$ cat src/rtl/control_pipe.sv
// Control path for a classic 5-stage pipeline: decodes the ID-stage opcode into a
// control bundle and carries it through the ID/EX, EX/MEM and MEM/WB stage registers.
module control_pipe #(
    parameter int EXT_OPS = 1,
    parameter int CNT_W   = 8
) (
    input  logic             clk,
    input  logic             rst,
    input  logic [6:0]       opcode,
    input  logic             ctrl_hazard,
    input  logic             flush,
    input  logic             freeze,
    output logic [1:0]       ex_alu_op,
    output logic             ex_alu_src,
    output logic             ex_mem_read,
    output logic             mem_branch,
    output logic             mem_jump,
    output logic             mem_read,
    output logic             mem_write,
    output logic             wb_reg_write,
    output logic [1:0]       wb_sel,
    output logic [CNT_W-1:0] illegal_cnt,
    output logic             ex_illegal
);

    typedef struct packed {
        logic       branch;
        logic       jump;
        logic       mem_read;
        logic       mem_write;
        logic       alu_src;
        logic       reg_write;
        logic [1:0] alu_op;
        logic [1:0] wb_sel;
        logic       illegal;
    } bundle_t;

    localparam logic [6:0] OP_R    = 7'b0110011;
    localparam logic [6:0] OP_LD   = 7'b0000011;
    localparam logic [6:0] OP_SD   = 7'b0100011;
    localparam logic [6:0] OP_BEQ  = 7'b1100011;
    localparam logic [6:0] OP_IALU = 7'b0010011;
    localparam logic [6:0] OP_JAL  = 7'b1101111;
    localparam logic [6:0] OP_JALR = 7'b1100111;
    localparam logic [6:0] OP_LUI  = 7'b0110111;

    localparam bit EXT_EN = (EXT_OPS != 0);

    bundle_t    dec;
    bundle_t    id_ex;
    logic       em_reg_write;
    logic [1:0] em_wb_sel;

    // Extended opcodes fall back to illegal when the extension is disabled.
    always_comb begin
        dec = '0;
        case (opcode)
            OP_R: begin
                dec.reg_write = 1'b1;
                dec.alu_op    = 2'b10;
            end
            OP_LD: begin
                dec.alu_src   = 1'b1;
                dec.mem_read  = 1'b1;
                dec.reg_write = 1'b1;
                dec.wb_sel    = 2'b01;
            end
            OP_SD: begin
                dec.alu_src   = 1'b1;
                dec.mem_write = 1'b1;
            end
            OP_BEQ: begin
                dec.branch = 1'b1;
                dec.alu_op = 2'b01;
            end
            OP_IALU: begin
                if (EXT_EN) begin
                    dec.alu_src   = 1'b1;
                    dec.reg_write = 1'b1;
                    dec.alu_op    = 2'b11;
                end else begin
                    dec.illegal = 1'b1;
                end
            end
            OP_JAL: begin
                if (EXT_EN) begin
                    dec.jump      = 1'b1;
                    dec.reg_write = 1'b1;
                    dec.wb_sel    = 2'b10;
                end else begin
                    dec.illegal = 1'b1;
                end
            end
            OP_JALR: begin
                if (EXT_EN) begin
                    dec.jump      = 1'b1;
                    dec.alu_src   = 1'b1;
                    dec.reg_write = 1'b1;
                    dec.wb_sel    = 2'b10;
                end else begin
                    dec.illegal = 1'b1;
                end
            end
            OP_LUI: begin
                if (EXT_EN) begin
                    dec.alu_src   = 1'b1;
                    dec.reg_write = 1'b1;
                    dec.wb_sel    = 2'b11;
                end else begin
                    dec.illegal = 1'b1;
                end
            end
            default: dec.illegal = 1'b1;
        endcase
    end

    // Priority: rst > freeze > flush > ctrl_hazard > advance; MEM/WB advances unless frozen.
    always_ff @(posedge clk) begin
        if (rst) begin
            id_ex        <= '0;
            mem_branch   <= 1'b0;
            mem_jump     <= 1'b0;
            mem_read     <= 1'b0;
            mem_write    <= 1'b0;
            em_reg_write <= 1'b0;
            em_wb_sel    <= 2'b00;
            wb_reg_write <= 1'b0;
            wb_sel       <= 2'b00;
            illegal_cnt  <= '0;
        end else if (!freeze) begin
            wb_reg_write <= em_reg_write;
            wb_sel       <= em_wb_sel;
            if (flush) begin
                id_ex        <= '0;
                mem_branch   <= 1'b0;
                mem_jump     <= 1'b0;
                mem_read     <= 1'b0;
                mem_write    <= 1'b0;
                em_reg_write <= 1'b0;
                em_wb_sel    <= 2'b00;
            end else begin
                mem_branch   <= id_ex.branch;
                mem_jump     <= id_ex.jump;
                mem_read     <= id_ex.mem_read;
                mem_write    <= id_ex.mem_write;
                em_reg_write <= id_ex.reg_write;
                em_wb_sel    <= id_ex.wb_sel;
                if (ctrl_hazard) begin
                    id_ex <= '0;
                end else begin
                    id_ex <= dec;
                    // Count only illegals actually accepted into EX; saturate at all-ones.
                    if (dec.illegal && (illegal_cnt != {CNT_W{1'b1}})) begin
                        illegal_cnt <= illegal_cnt + CNT_W'(1);
                    end
                end
            end
        end
    end

    assign ex_alu_op   = id_ex.alu_op;
    assign ex_alu_src  = id_ex.alu_src;
    assign ex_mem_read = id_ex.mem_read;
    assign ex_illegal  = id_ex.illegal;

endmodule

$ cat config.mk
export PLATFORM = sky130hd
export DESIGN_NAME = control_pipe
export DESIGN_NICKNAME = d
export VERILOG_FILES = /design/src/rtl/control_pipe.sv
export SDC_FILE = /design/constraint.sdc
export NUM_CORES = 1
export LEC_CHECK = 0
export CAP_MARGIN = 40
export CELL_PAD_IN_SITES_DETAIL_PLACEMENT = 1
export CELL_PAD_IN_SITES_GLOBAL_PLACEMENT = 2
export CORE_ASPECT_RATIO = 1.5
export CORE_MARGIN = 4
export CORE_UTILIZATION = 31
export DETAILED_ROUTE_END_ITERATION = 12
export GPL_TIMING_DRIVEN = 0
export PLACE_DENSITY = 0.85
export SETUP_SLACK_MARGIN = 0.5
export SLEW_MARGIN = 20
export SYNTH_ARGS = -nofsm -noshare
export SYNTH_HDL_FRONTEND = slang
export SYNTH_SLANG_ARGS = --single-unit
$ cat constraint.sdc
create_clock -name clk -period 2.9 [get_ports clk]
set_input_delay 0.87 -clock clk [delete_from_list [all_inputs] [get_ports clk]]
set_output_delay 0.87 -clock clk [all_outputs]
set_load 0.005 [all_outputs]
==> qor.txt <==
status: complete, no violations
switching share of total power: 0.222
Chip Width: 62.0 µm
share of cells above drive strength 1: 0.147
hold-fix buffers at CTS: 0
post-route ant nets: 0
GRT overflow: 0
power density over the cells: 489 nW/µm²
number of global-route vias before repair: 1,373
first-pass GRT wire length: 6.49 mm
CTS max path bufs: 2
Cells after Synth: 150
initial core utilization: 0.319
H-tree Lvls: 2
Critical Path RT: 3.11 ns
Synth Area in Simple Gates: 0.291
slew margin rel.: 0.646
DIE AREA: 5520 µm²
critical path peak fanout: 7
clock-pin slew on the worst setup and hold paths: 0.06 ns
sequential-to-total area share from yosys stat: 0.428
Tot GR Track Use: 0.160
Comb pwr share: 0.079
Final Hold Vio Count: 0
TritonCTS buffer count: 5
largest net degree at the start of global routing: 11
leakage power: 0.688 nW
DRT iter0 DRCs: 19
Compound-Gate Fraction of Synth Area: 0.173
P_int: 0.710 mW
Net Sw Power: 0.202 mW
Worst EP arrival: 2.51 ns
library cells used by synthesis: 43
Final min period: 2.30 ns
Synth Area in XOR/XNOR: 0.0129
worst-skew pair later-pin latency: 0.28 ns
Area Growth Syn to Fin: 37.5%
fin crit share: 0.794
syn_nets: 163
FMAX: 434 MHz
RD Place Congestion: 0.805
ant diodes: 0
Ys Warns: 0
total routed wirelength: 3.88 mm
HPWL after detailed placement: 2.83 mm
flops & latches, synth: 29
Worst Skew: 0.00221 ns
highest ir drop seen on vdd: 272 µV
Routed WL per cell: 16.5 µm
post-synthesis mux area share: 0.0369
worst slew pin tran: 0.527 ns
Sequential Power Share: 0.441
CTS tree: built
Crit. End Element: register
min-delay worst type: reg2reg
# IOs: 32
leading cell type in the layout, fill and taps excluded: dfxtp_1
Root Driver: clkbuf_8
initial antenna violation count: 0
Slew Limit Fails: 0
most frequent cells in the layout: 29 x dfxtp_1, 26 x nor2_1, 24 x clkdlybuf4s50_1
TritonRoute pass-1 iters: 4
Non-Filler Instances: 236
Setup Viol. Count Final: 0
Final nets: 202
largest family of logic cells by synthesized area: simple AND/OR/NAND/NOR gates
Die H: 89.0 µm
vias per cell: 5.39
DRC violations left: 0
CORE AREA: 4250 µm²
Crit Path Class: in2reg
Num Clock Sinks: 29
vias: 1,273
CP Launch Type: input pin
Max-Cap Viols: 0
RSZ-0062 raised after global routing: no
mapped cell area: 1360 µm²
placed insts: 226
Synth Area per Inst: 9.04 µm²
Post-Synth Adder-Cell Area: 0.00923
Clk pwr share: 0.479
port bufs: 30
TNS Setup: 0 ns
Rows: 29
## kinds of logic (layout without fill, tap and decap cells)
logic type               count (synthesis)  after routing
adder cells (fa/ha/maj)                  1              1
AO/OA/AOI/OAI                           32             32
buffers and inverters                   12             52
flip-flops                              29             29
XOR/XNOR                                 2              2
multiplexers                             5              5
AND/OR/NAND/NOR                         69             69
## power groups by stage
stage          Sequential, mW  Combinational, mW  Clock (mW)
2_1_floorplan           0.411             0.0355           0
3_3_place_gp            0.411             0.0678           0
3_5_place_dp            0.411             0.0698           0
4_1_cts                 0.402             0.0712       0.448
5_1_grt                 0.402             0.0789       0.462
6_report                0.402             0.0725       0.437
## cell type report
cell class	count	area (µm²)
buffer	10	60.1
clock buffer	7	86.3
clock inverter	1	30.0
fill	499	2380
inverter	2	7.51
multi-input combinational	109	724
sequential	29	581
tap	46	57.6
timing repair buffer	32	319
## path summary, 6_finish.rpt
kind | from | endpoint | slack, ns | cells past startpoint
hold / removal | ex_mem_read$_SDFFE_PP0N_ | ex_mem_read$_SDFFE_PP0N_ | 0.48 | 2
setup / recovery | ctrl_hazard | id_ex[1]$_SDFFE_PP0N_ | 0.60 | 6
setup reg to reg | illegal_cnt[0]$_SDFFE_PP0P_ | illegal_cnt[4]$_SDFFE_PP0P_ | 0.95 | 7
hold reg to reg | ex_mem_read$_SDFFE_PP0N_ | ex_mem_read$_SDFFE_PP0N_ | 0.48 | 2
## synthesized netlist by cell type, drive strengths merged
library cell,instances,area share
o21a,1,0.0055
nand4bb,1,0.0083
ha,1,0.0092
nor4,4,0.039
nand4b,1,0.0065
and2,1,0.0046
and3,3,0.014
nand2,11,0.030
and4,1,0.0065
dfxtp,29,0.43
a211oi,1,0.0055
or3,3,0.021
a21o,1,0.0055
a31oi,2,0.0092
clkbuf,5,0.014
inv,2,0.0055
nand3,2,0.0074
a2111oi,1,0.020
xnor2,2,0.013
a31o,2,0.013
a22o,1,0.0065
nand4,1,0.0046
nand2b,3,0.014
mux2i,5,0.037
or2,1,0.0046
nor2,27,0.077
buf,5,0.030
nor3,3,0.015
o211ai,1,0.0092
nor3b,7,0.039
a32oi,1,0.0065
a41oi,1,0.0065
a22oi,4,0.022
a21oi,15,0.058
o22ai,1,0.0046
## registers in the layout, summed over array words and instances (netlist names), 2 cells and up
signal and flops:
wb_sel 2, illegal_cnt 8, ex_alu_op 2, em_wb_sel 2, id_ex 6
## layer usage
layer  track usage  vias up  share of wire
met5             0        -              0
met4        0.0695        0          0.018
met3        0.0332        7          0.030
met2         0.294       23           0.58
met1         0.166      634           0.37
li1              -      609              -
## timing repair
action	CTS	global route
resized for setup	5	5
endpoints found under the setup margin	9	8
setup buffers	2	0
pin swaps	4	0
## critical path, stage by stage
cell             delay (ns)
clkdlybuf4s50_1        0.43
or3_4                  0.34
buf_6                  0.14
nor4_2                 0.39
nand2_1                0.16
a31oi_1                0.17
## through the flow
| stage | util | total power, mW | cell area (µm²) | hold slack (ns) | worst slack (ns) |
|---|---|---|---|---|---|
| CTS | 0.435 | 0.921 | 1850 | 0.484 | 0.511 |
| floorplan | - | 0.446 | 1360 | 0.441 | 0.727 |
| detailed placement | 0.404 | 0.481 | 1710 | 0.476 | 0.0990 |
| global route | 0.439 | 0.943 | 1870 | 0.505 | 0.502 |
| finish | 0.439 | 0.912 | 1870 | 0.476 | 0.598 |
| global placement | 0.404 | 0.479 | 1710 | 0.460 | 0.167 |
(Power assumes the default switching activity.)
